`src/rtl/keypad_decoder_if.sv`:
```
// keypad_decoder_if: signal bundle between the keypad matrix, the decoder and its consumers.
// Latency: none (wires only).
// Backpressure: none; consumers sample dec/button_pressed as levels and key_valid as a strobe.
// Signals: row (keypad rows, active-low), col (column drive, active-low one-cold),
//          dec (last accepted key code), button_pressed (debounced level), key_valid (press strobe).
// master = decoder side, slave = keypad/consumer side.
interface keypad_decoder_if;
  logic [3:0] row;
  logic [3:0] col;
  logic [3:0] dec;
  logic       button_pressed;
  logic       key_valid;

  modport master (
    input  row,
    output col,
    output dec,
    output button_pressed,
    output key_valid
  );

  modport slave (
    output row,
    input  col,
    input  dec,
    input  button_pressed,
    input  key_valid
  );
endinterface

```
`src/rtl/keypad_decoder.sv`:
```
// keypad_decoder: scans a 4x4 active-low keypad, debounces over whole scans, reports one key.
// Latency: press/release accepted at the end of scan DEBOUNCE_SCANS (<= (DEBOUNCE_SCANS+1)*4*SCAN_CYCLES cycles).
// Backpressure: none; outputs are registered levels plus a one-cycle key_valid strobe.
// Ports: clk, rst (sync, active-high); kp.master carries row in, col/dec/button_pressed/key_valid out.
module keypad_decoder #(
  parameter int SCAN_CYCLES    = 100000,
  parameter int DEBOUNCE_SCANS = 4
) (
  input  logic              clk,
  input  logic              rst,
  keypad_decoder_if.master  kp
);

  localparam int DW = $clog2(SCAN_CYCLES);
  localparam int CW = $clog2(DEBOUNCE_SCANS + 1);
  localparam logic [DW-1:0] DWELL_LAST = DW'(SCAN_CYCLES - 1);
  localparam logic [CW-1:0] DEB_TARGET = CW'(DEBOUNCE_SCANS);

  typedef enum logic [1:0] {
    IDLE,
    CONFIRM_PRESS,
    PRESSED,
    CONFIRM_RELEASE
  } state_t;

  // Row synchronizer; idle (all released) value out of reset.
  logic [3:0]    row_meta_q, row_sync_q;

  // Scan datapath.
  logic [DW-1:0] dwell_q, dwell_d;
  logic [3:0]    col_q, col_d;
  logic [11:0]   seen_q, seen_d;   // pressed bits of columns 0..2 for the current scan

  // Debounce FSM.
  state_t        state_q;
  logic [CW-1:0] cnt_q;
  logic [3:0]    cand_q;
  logic [3:0]    dec_q;
  logic          pressed_q;
  logic          valid_q;

  logic          dwell_end, scan_end;
  logic [15:0]   scan_vec;
  logic          cand_vld;
  logic [3:0]    cand_idx;
  logic [CW-1:0] cnt_inc;

  function automatic logic [3:0] key_code(input logic [3:0] idx);
    // idx = col*4 + row
    case (idx)
      4'd0:    key_code = 4'h1;
      4'd1:    key_code = 4'h4;
      4'd2:    key_code = 4'h7;
      4'd3:    key_code = 4'h0;
      4'd4:    key_code = 4'h2;
      4'd5:    key_code = 4'h5;
      4'd6:    key_code = 4'h8;
      4'd7:    key_code = 4'hF;
      4'd8:    key_code = 4'h3;
      4'd9:    key_code = 4'h6;
      4'd10:   key_code = 4'h9;
      4'd11:   key_code = 4'hE;
      4'd12:   key_code = 4'hA;
      4'd13:   key_code = 4'hB;
      4'd14:   key_code = 4'hC;
      default: key_code = 4'hD;
    endcase
  endfunction

  assign dwell_end = (dwell_q == DWELL_LAST);
  assign scan_end  = dwell_end && (col_q == 4'b0111);
  // Column 3 is not stored; it is taken live at its own sample point.
  assign scan_vec  = {~row_sync_q, seen_q};
  assign cnt_inc   = cnt_q + CW'(1);

  // Lowest index wins: scanning downward lets the last hit overwrite.
  always_comb begin
    cand_vld = 1'b0;
    cand_idx = 4'd0;
    for (int i = 15; i >= 0; i--) begin
      if (scan_vec[i]) begin
        cand_vld = 1'b1;
        cand_idx = 4'(i);
      end
    end
  end

  always_comb begin
    dwell_d = dwell_q + DW'(1);
    col_d   = col_q;
    seen_d  = seen_q;
    if (dwell_end) begin
      dwell_d = '0;
      col_d   = {col_q[2:0], col_q[3]};
      case (col_q)
        4'b1110: seen_d[3:0]  = ~row_sync_q;
        4'b1101: seen_d[7:4]  = ~row_sync_q;
        4'b1011: seen_d[11:8] = ~row_sync_q;
        default: ;
      endcase
    end
  end

  always_ff @(posedge clk) begin
    if (rst) begin
      row_meta_q <= 4'b1111;
      row_sync_q <= 4'b1111;
      dwell_q    <= '0;
      col_q      <= 4'b1110;
      seen_q     <= '0;
    end else begin
      row_meta_q <= kp.row;
      row_sync_q <= row_meta_q;
      dwell_q    <= dwell_d;
      col_q      <= col_d;
      seen_q     <= seen_d;
    end
  end

  always_ff @(posedge clk) begin
    if (rst) begin
      state_q   <= IDLE;
      cnt_q     <= '0;
      cand_q    <= 4'd0;
      dec_q     <= 4'h0;
      pressed_q <= 1'b0;
      valid_q   <= 1'b0;
    end else begin
      valid_q <= 1'b0;
      if (scan_end) begin
        case (state_q)
          IDLE: begin
            if (cand_vld) begin
              if (DEBOUNCE_SCANS == 1) begin
                state_q   <= PRESSED;
                cnt_q     <= '0;
                dec_q     <= key_code(cand_idx);
                pressed_q <= 1'b1;
                valid_q   <= 1'b1;
              end else begin
                state_q <= CONFIRM_PRESS;
                cnt_q   <= CW'(1);
                cand_q  <= cand_idx;
              end
            end
          end
          CONFIRM_PRESS: begin
            if (!cand_vld) begin
              state_q <= IDLE;
              cnt_q   <= '0;
            end else if (cand_idx != cand_q) begin
              // A different key restarts confirmation on the new key.
              cand_q <= cand_idx;
              cnt_q  <= CW'(1);
            end else if (cnt_inc == DEB_TARGET) begin
              state_q   <= PRESSED;
              cnt_q     <= '0;
              dec_q     <= key_code(cand_q);
              pressed_q <= 1'b1;
              valid_q   <= 1'b1;
            end else begin
              cnt_q <= cnt_inc;
            end
          end
          PRESSED: begin
            // Any key keeps the press alive; no re-trigger until a full release.
            if (!cand_vld) begin
              if (DEBOUNCE_SCANS == 1) begin
                state_q   <= IDLE;
                cnt_q     <= '0;
                pressed_q <= 1'b0;
              end else begin
                state_q <= CONFIRM_RELEASE;
                cnt_q   <= CW'(1);
              end
            end
          end
          default: begin // CONFIRM_RELEASE
            if (cand_vld) begin
              state_q <= PRESSED;
              cnt_q   <= '0;
            end else if (cnt_inc == DEB_TARGET) begin
              state_q   <= IDLE;
              cnt_q     <= '0;
              pressed_q <= 1'b0;
            end else begin
              cnt_q <= cnt_inc;
            end
          end
        endcase
      end
    end
  end

  assign kp.col            = col_q;
  assign kp.dec            = dec_q;
  assign kp.button_pressed = pressed_q;
  assign kp.key_valid      = valid_q;

endmodule
```
`src/flat_wrapper.sv`:
```
// flat-port wrapper written by rule: the top's interface ports become plain ports
module keypad_decoder_flat 
#(
  parameter int SCAN_CYCLES    = 100000,
  parameter int DEBOUNCE_SCANS = 4
)
  (clk, rst, kp_row, kp_col, kp_dec, kp_button_pressed, kp_key_valid);
  keypad_decoder_if kp_i ();
  input  logic clk;
  input  logic rst;
  input wire logic [$bits(kp_i.row)-1:0] kp_row;
  output wire logic [$bits(kp_i.col)-1:0] kp_col;
  output wire logic [$bits(kp_i.dec)-1:0] kp_dec;
  output wire logic [$bits(kp_i.button_pressed)-1:0] kp_button_pressed;
  output wire logic [$bits(kp_i.key_valid)-1:0] kp_key_valid;
  assign kp_i.row = kp_row;
  assign kp_col = kp_i.col;
  assign kp_dec = kp_i.dec;
  assign kp_button_pressed = kp_i.button_pressed;
  assign kp_key_valid = kp_i.key_valid;
  keypad_decoder #(.SCAN_CYCLES(SCAN_CYCLES), .DEBOUNCE_SCANS(DEBOUNCE_SCANS)) u_core (.clk(clk), .rst(rst), .kp(kp_i));
endmodule
```
`config.mk`:
```
export PLATFORM = sky130hd
export DESIGN_NAME = keypad_decoder_flat
export DESIGN_NICKNAME = d
export VERILOG_FILES = /design/src/rtl/keypad_decoder_if.sv /design/src/rtl/keypad_decoder.sv /design/src/flat_wrapper.sv
export SDC_FILE = /design/constraint.sdc
export NUM_CORES = 1
export LEC_CHECK = 0
export CORE_MARGIN = 1.5
export CORE_UTILIZATION = 53
export DETAILED_ROUTE_END_ITERATION = 6
export PLACE_DENSITY = 0.86
export SLEW_MARGIN = 20
export SYNTH_ARGS = -nofsm -noshare
export SYNTH_HDL_FRONTEND = slang
export SYNTH_SLANG_ARGS = --single-unit
```
`constraint.sdc`:
```
create_clock -name clk -period 2.55 [get_ports clk]
set_input_delay 0.255 -clock clk [delete_from_list [all_inputs] [get_ports clk]]
set_output_delay 0.255 -clock clk [all_outputs]
set_load 0.02 [all_outputs]
```
# After elaboration in Yosys (flattened, before gate mapping)
# Memories as Yosys holds them, arrays and structs flattened. A register that Yosys moved wholly into a read port is not among the register bits.
# Cells that the tools add are included.
[word_totals]
output_inout_bits = 10
romBits = 64
register_bits = 52
memories = 1
word_cells = 113
in_bits = 6
[classes]
addsub = 2
n_eq_ne = 18
bitwise_logic = 6
n_reduce_logical = 16
muxes = 58
[mem_list]
columns = ["memory", "depth", "word_bits", "read_ports", "rd_clocked_by_memory_dff", "wr", "line", "source"]
rows = [
  ["(name not given)", 16, 4, 1, 1, 0, "keypad_decoder.sv:50", "case (idx)"],
]
[op_table]
columns = ["operator", "n"]
rows = [
  ["$mux 4", 19],
  ["$mux 1", 22],
  ["$mux 3", 6],
  ["$add 17x1->17 const B", 1],
  ["$eq 17x17->1 const B", 1],
  ["$mux 2", 7],
  ["$eq 4x4->1 const B", 3],
  ["$reduce_and 5->1", 2],
  ["$pmux 3 s3", 1],
  ["$ne 2x2->1 const B", 4],
  ["$pmux 4 s2", 1],
  ["$reduce_and 7->1", 1],
  ["$ne 2x1->1 const B", 3],
  ["$ne 3x3->1 const B", 2],
  ["$pmux 2 s3", 1],
  ["$reduce_and 2->1", 3],
  ["$reduce_and 6->1", 1],
  ["$not 1->1", 5],
  ["$reduce_or 5->1", 1],
  ["$eq 4x3->1 const B", 1],
  ["$ne 4x4->1", 1],
  ["$not 4->4", 1],
  ["$reduce_bool 2->1", 2],
  ["$reduce_bool 4->1", 1],
  ["other kinds (9)", 10],
]

# Logic depth before layout (Yosys ltp)
# Gate-level depths: netlist (run 1).
[depth]
ltp_word = 21
depth_mapped = 10
mapped_depth_nobuf = 8

# Worst setup path before layout (run 1)
# Ideal clock, no wire load.
[synth_timing]
kind = "register to register"
from = "register u_core.dwell_q[0]"
to = "register u_core.dec_q[2] (netlist: u_core.kp.dec[2])"
path_slack_ns = -0.095
period_less_slack_ns = 2.645
t_arrival_ns = 2.574
n_path_buf = 1
setup_time_ns = 0.070
stages_incl_launch_ff = 10
required_time_ns = 2.480
path_cell_list = "dfxtp_1 > ha_1 > clkbuf_1 > nand2_1 > or4_1 > nor3_1 > nor4b_1 > nand4_1 > a211o_1 > a21oi_1"
[synth_between]
elab_chain_cells = 3
[synth_rtl]
columns = ["item", "line", "source"]
rows = [
  ["start, declared", "keypad_decoder.sv:30", "logic [DW-1:0] dwell_q, dwell_d;"],
  ["start signal, assigned", "keypad_decoder.sv:114", "dwell_q <= dwell_d;"],
  ["$eq 17x17->1", "keypad_decoder.sv:70", "assign dwell_end = (dwell_q == DWELL_LAST);"],
  ["$logic_and 1x1->1", "keypad_decoder.sv:71", "assign scan_end = dwell_end && (col_q == 4'b0111);"],
  ["$reduce_and 5->1 (no source line)", "--", ""],
  ["end, declared", "keypad_decoder.sv:38", "logic [3:0] dec_q;"],
]
# Every way passes these cells.
# A chain may end at the register's enable or synchronous reset.

# Worst setup path after layout (run 1)
[layout_timing]
from = "register u_core.seen_q[4]"
to = "register u_core.state_q[0]"
[layout_between]
elab_chain_cells = 8
word_cells_on_any_way = 20
classes_between = "5 x eq/ne; 13 x mux; 2 x reduce/logical"
[layout_rtl]
columns = ["item", "line", "source"]
rows = [
  ["start, declared", "keypad_decoder.sv:32", "logic [11:0] seen_q, seen_d;"],
  ["start signal, assigned", "keypad_decoder.sv:116", "seen_q <= seen_d;"],
  ["$mux 4 (5 in a row)", "keypad_decoder.sv:81", "if (scan_vec[i]) begin"],
  ["$ne 4x4->1", "keypad_decoder.sv:151", "end else if (cand_idx != cand_q) begin"],
  ["$ne 3x3->1 (no source line)", "--", ""],
  ["$reduce_and 6->1 (no source line)", "--", ""],
  ["end signal, assigned", "keypad_decoder.sv:149", "state_q <= IDLE;"],
  ["end signal, assigned", "keypad_decoder.sv:156", "state_q <= PRESSED;"],
  ["end signal, assigned", "keypad_decoder.sv:169", "state_q <= IDLE;"],
  ["end, declared", "keypad_decoder.sv:35", "state_t state_q;"],
]
# Parallel ways exist; a longest one is shown, timed or not.

==> results.cfg, run 1 <==
[floorplan]
design.die.area_sq_um = 5630
initial_utilization_pct = 54.5
die_h_um = 75.0
ioPinCount = 16
chipWidth_um = 75.0
coreArea_sq_um = 5040
fp-row-count = 26

[placement]
gp_congestion = 0.868
placed_area_sq_um = 3080
pre_cts_ws_ns = 0.0259
dp_hpwl_um = 3900
port_buffers = 15
place_inst = 414

[routing]
ant_nets = 0
routed_wl_um = 5610
wl_per_cell_um = 13.1
met3_length_um = 223
drc_errors = 0
routed.top_layer = met4
drtPass1Iterations = 4
met1Wirelength_um = 2430
vias = 2396
wl_met2_um = 2880
drt_iter0_drc = 86
vias_per_cell = 5.61

[clock_tree]
htreeDepth = 2
clkSinkCount = 56
clk_pin_slew_ns = 0.10
clk_path_buf_depth = 2
cts_buffers = 5
insertion_delay_ns = 0.31
cts.root.buffer_cell = clkbuf_8
cts_tree = built
hold_buffers = 0

[critical_path]
cpPeakStageDelay_ns = 0.60
path_delay_family = simple AND/OR/NAND/NOR gates
path_cells = or4_4 > or4_4 > and2_1 > o21ai_2 > nand2_4 > or3_1 > a21oi_1
critical-path-slowest-cell = or4_4
end_kind = register
critical_path_depth = 7
critPathBufInv = 0
arrival_ns = 2.77
start_kind = register
critPathMaxFanout = 7
crit_type = reg2reg
cp_data_required_time_ns = 2.79
cp_common_cell = or4_4
worst-r2r-cell-count = 7

[yosys]
syn-num-nets = 336
syn_inst = 321
synth_area_sq_um = 2750
synthArstFlopShare_pct = 0
ys_seq_elements = 56
yosysWarnings = 0
avgSynthCellArea_sq_um = 8.56
yosys.cell_types.count = 49
ys.flop_type = dfxtp_1
synth_edf_count = 0
ys_seq_area_share_pct = 40.8

[cells_and_area]
fin_nets = 371
finalInstanceArea_sq_um = 3240
post_layout_nonfiller_instances = 427
syn_to_final_growth_pct = 18.0
drive_gt1_share_pct = 15.7
diodes = 0

[power]
power_leakage_nw = 1.24
powerDensity_nw_per_um2 = 450
ir_drop_v = 0.000321

[sta]
final.min_clock_period_ns = 2.53
fin_skew_ns = 0.00902
finalCritPeriodShare_pct = 99.2
rsz0062_at_grt = true
final_hold_viol_count = 0
finalWorstSetupSlack_ns = 0.0212
slew_headroom_pct = 62.9
max_freq_mhz = 395
drv_slew = 0
setup_viol = 0
max_slew.worst_pin.slew_ns = 0.552

[global_routing]
grt_use_total_pct = 21.1
grt-ovfl-total = 0
grt_pass1_vias = 2212
antenna_found_initial = 0
grt_max_degree = 26
grt_pass1_wl_um = 9260

[job]
cap_violations = 0

[worst_hold_path]
hold_path_depth = 1
hold_path.class = reg2reg

[status]
status = finished clean
-- Yosys cell counts, types with 2 or more instances --
cell	count	area share, %
ha_1	9	4.1
inv_1	9	1.2
nand2_1	21	2.9
a211oi_1	9	2.5
nand3b_1	4	1.1
nor2_1	55	7.5
o211ai_1	2	0.55
nand4_1	4	0.91
nand3_1	18	3.3
and3_1	5	1.1
clkbuf_1	8	1.1
nand4b_1	3	0.96
or3_1	2	0.46
o21a_1	2	0.55
xnor2_1	6	1.9
or4_1	3	0.82
nor3b_1	5	1.4
xor2_1	13	4.1
mux2i_1	8	2.9
buf_6	2	0.82
a41oi_1	2	0.64
nor3_1	8	1.5
or4_4	3	1.2
a21oi_1	12	2.2
nor2b_1	3	0.68
or2_2	10	2.3
o21ai_0	10	1.8
nor4_1	4	0.91
a311oi_1	2	0.64
dfxtp_1	56	41
nand2b_1	5	1.1
-- cell usage in the layout, fill, tap and decap left out, types with 2 or more instances in the layout --
master,synthesis,routed
nor2_1,55,55
dfxtp_1,56,53
buf_4,0,23
nand2_1,21,21
nand3_1,18,18
clkdlybuf4s50_1,0,15
xor2_1,13,13
a21oi_1,12,12
or2_2,10,10
o21ai_0,10,10
inv_1,9,9
a211oi_1,9,9
ha_1,9,9
mux2i_1,8,8
nor3_1,8,7
xnor2_1,6,6
nand2b_1,5,5
nor3b_1,5,5
clkbuf_8,0,5
nor4_1,4,4
or4_4,3,4
nand4_1,4,4
and3_1,5,4
nand3b_1,4,4
nor2b_1,3,3
nand4b_1,3,3
a311oi_1,2,2
o211ai_1,2,2
o21a_1,2,2
or4_1,3,2
or3_1,2,2
dfxtp_2,0,2
-- final timing paths --
kind                              from              endpoint  slack, ns
setup / recovery      u_core.seen_q[4]     u_core.state_q[0]       0.02
hold / removal    u_core.row_meta_q[0]  u_core.row_sync_q[0]       0.42
setup reg to reg      u_core.seen_q[4]     u_core.state_q[0]       0.02
hold reg to reg   u_core.row_meta_q[0]  u_core.row_sync_q[0]       0.42
-- metal layers --
layer / up-vias / track usage, %
li1: 1202 / -
met1: 1143 / 25.9
met2: 44 / 36.3
met3: 7 / 5.09
met4: 0 / 7.07
met5: - / 0
-- per-stage QoR --
| step | hold slack (ns) | utilization [%] | power [mW] | TNS, ns |
|---|---|---|---|---|
| after floorplan | 0.359 | - | 0.970 | 0 |
| after global placement | 0.391 | 61.2 | 0.991 | 0 |
| after CTS | 0.420 | 63.0 | 1.47 | 0 |
| after detailed placement | 0.395 | 61.2 | 0.996 | 0 |
| after global routing | 0.439 | 64.3 | 1.52 | -0.118 |
| final | 0.420 | 64.3 | 1.46 | 0 |
-- repair_timing --
item	in CTS	in global routing
endpoints found under the setup margin	1	11
hold endpoints to repair	0	0
buffers inserted	0	5
gates resized for setup	1	9
pin swaps	0	4
-- report_power, final --
part / internal, mW / total [mW] / switching, mW
registers: 0.883 / 0.890 / 0.00765
logic: 0.0400 / 0.0886 / 0.0486
clock network: 0.196 / 0.480 / 0.284
-- layout make-up --
class | count | area (sq um)
sequential | 56 | 1130
inverter | 9 | 33.8
tap | 70 | 87.6
timing repair buffer | 39 | 334
fill | 422 | 1800
multi-input combinational | 245 | 1570
clock buffer | 6 | 72.6
clock inverter | 2 | 16.3
-- cell families after synthesis --
logic type	synth area share (%)
compound gates	12.4
xor+xnor	6.05
fa+ha+maj	4.10
buf+inv	3.28
flops	40.8
mux	3.73
simple gates	29.6
-- flip-flops by register name, summed over array words and instances (netlist names), 3 cells and up, named ones only --
signal and flops:
u_core.seen_q 12, u_core.dwell_q 17, u_core.row_meta_q 4, u_core.cand_q 4, u_core.kp.col 4, u_core.row_sync_q 4
u_core.cnt_q 3, u_core.kp.dec 4
-- worst register-to-register path, cell delays in order (launching register included) --
cell     delay [ns]
dfxtp_4        0.35
or4_4          0.53
or4_4          0.60
and2_1         0.20
o21ai_2        0.21
nand2_4        0.08
or3_1          0.37
a21oi_1        0.13
Note: power is estimated with default switching activity, not from simulation.
==> run 2, diff against run 1 <==
Settings changed: GPL_TIMING_DRIVEN set to 1, PLACE_DENSITY 0.86 to unset, PLACE_DENSITY_LB_ADDON set to 0.2.
==> results.cfg, run 2 (synthesized netlist as in run 1, its figures left out) <==
[cells_and_area]
diodes = 0
n_fill_cell = 439
max_flop_register = u_core.dwell_q
layout_top_registers = u_core.dwell_q (17), u_core.seen_q (12)
largest_reg_flops = 17
finalInstanceArea_sq_um = 3280
utilization_pct = 65.1
mostFrequentLayoutCells = 55 x nor2_1, 54 x dfxtp_1, 25 x buf_4, 20 x nand2_1, 18 x nand3_1
final_common_cell = nor2_1
syn_to_final_growth_pct = 19.4
drive_gt1_share_pct = 16.9
fin_nets = 374

[routing]
routed_wl_um = 5520
drc_errors = 0
drtPass1Iterations = 5
vias_per_cell = 5.42
drt_iter0_drc = 91
vias = 2331
wl_per_cell_um = 12.8
ant_nets = 0

[critical_path]
r2r-end = u_core.state_q[0]
regToRegStartpoint = u_core.seen_q[5]
crit_type = reg2reg
start_kind = register
r2r_slack_ns = 0.08
end_kind = register
arrival_ns = 2.73
critical-path-slowest-cell = or4_4
critPathMaxFanout = 5
cp_common_cell = or4_4
cp_data_required_time_ns = 2.81
cpPeakStageDelay_ns = 0.59
path_cells = or4_4 > or4_4 > mux2i_1 > and3_4 > nand2_4 > or3_1 > a21oi_1
worst-r2r-cell-count = 7

[global_routing]
grt_pass1_wl_um = 9090
grt-ovfl-total = 0
grt_use_total_pct = 20.7
antenna_found_initial = 0
grt_max_degree = 26
grt_pass1_vias = 2122

[power]
combPwrFrac_pct = 6.2
power_leakage_nw = 1.26
p_int_mw = 1.13
swShare_pct = 24.6
powerDensity_nw_per_um2 = 456
clockPowerShare_pct = 34.3
ir_drop_v = 0.000389
seqPwrFrac_pct = 59.5
power_switching_uw = 368

[floorplan]
chipWidth_um = 75.0
fp-row-count = 26
die_h_um = 75.0
coreArea_sq_um = 5040
initial_utilization_pct = 54.5
design.die.area_sq_um = 5630
ioPinCount = 16

[placement]
port_buffers = 15
dp_hpwl_um = 4030
gp_congestion = 0.902
placed_area_sq_um = 3130

[clock_tree]
hold_buffers = 0
htreeDepth = 2
cts_tree = built
clk_pin_slew_ns = 0.11
insertion_delay_ns = 0.31
clk_path_buf_depth = 2
cts_buffers = 5
clkSinkCount = 56
cts.root.buffer_cell = clkbuf_8

[sta]
setup_viol = 0
drv_slew = 0
max_slew.worst_pin.slew_ns = 0.602
slew_headroom_pct = 59.8
final_hold_viol_count = 0
max_freq_mhz = 404
fin_skew_ns = 0.00693
hold_ws_ns = 0.418
final.min_clock_period_ns = 2.47
finalCritPeriodShare_pct = 97.0

[worst_hold_path]
hold_path.class = reg2reg
hold_path_depth = 1
holdPathEnd = u_core.row_sync_q[2]
min_from = u_core.row_meta_q[2]

[job]
cap_violations = 0

[status]
status = finished clean
-- run 2: cell count changes in the layout (fill, tap and decap cells not counted), sizes merged --
cell and change:
buf +3, inv +1, clkbuf -1
-- run 2: worst max path at each step --
| stage | from | to | slack, ns | depth (start not counted) |
|---|---|---|---|---|
| after global routing | u_core.seen_q[5] | u_core.state_q[0] | -0.02 | 7 |
| after detailed placement | u_core.seen_q[8] | u_core.cand_q[0] | 0.02 | 7 |
| after floorplan | u_core.dwell_q[0] | u_core.kp.dec[2] | 0.001 | 9 |
| final | u_core.seen_q[5] | u_core.state_q[0] | 0.08 | 7 |
| after CTS | u_core.seen_q[8] | u_core.cand_q[0] | 0.004 | 7 |
| after global placement | u_core.seen_q[0] | u_core.state_q[0] | 0.1 | 7 |
-- run 2: area by class of cell --
class	count	area (sq um)	share of cell area (%)
Multi-Input combinational cell	245	1580	48.1
Sequential cell	56	1130	34.3
Timing Repair Buffer	42	360	11.0
Tap cell	70	87.6	2.67
Clock buffer	5	68.8	2.10
Inverter	9	33.8	1.03
Clock inverter	3	27.5	0.838
-- run 2: timing repair --
action | in CTS | in global routing
endpoints found under the setup margin | 0 | 12
gates resized for setup | 0 | 13
setup buffers | 0 | 2
-- run 2: stage by stage --
stage               worst slack (ns)  std cells  TNS (ns)  power (mW)
finish                        0.0778        430         0        1.50
global route                 -0.0231        430   -0.0231        1.56
CTS                          0.00388        428         0        1.50
detailed placement            0.0156        420         0       0.998
global placement              0.0986        420         0       0.995
floorplan                    0.00112        321         0       0.970
-- run 2: power groups by stage --
stage | clock network (mW) | logic [mW] | registers (mW)
global placement | 0 | 0.0835 | 0.912
detailed placement | 0 | 0.0858 | 0.912
finish | 0.514 | 0.0921 | 0.891
floorplan | 0 | 0.0587 | 0.911
global route | 0.562 | 0.102 | 0.892
CTS | 0.526 | 0.0861 | 0.892
-- run 2: worst max-delay path, delay by kind of cell, from the launching register on --
kind / cells / cell delay (ns)
AO/OA/AOI/OAI: 1 / 0.13
flip-flops: 1 / 0.36
multiplexers: 1 / 0.19
AND/OR/NAND/NOR: 5 / 1.74
-- run 2: layer usage --
metal  share of wire (%)  wire, um  GRT usage (%)
met5                   0         0              0
met4                 1.2        65           6.67
met3                 2.6       143           4.15
met2                  50      2750           36.8
met1                  46      2570           25.1
==> run 3, diff against run 2 <==
--- a/constraint.sdc
+++ b/constraint.sdc
@@ -3,2 +3,2 @@
 set_output_delay 0.255 -clock clk [all_outputs]
-set_load 0.02 [all_outputs]
+set_load 0.01 [all_outputs]
==> results of run 3 <==
Final layout, timing and power as in run 2 (identical DEF).
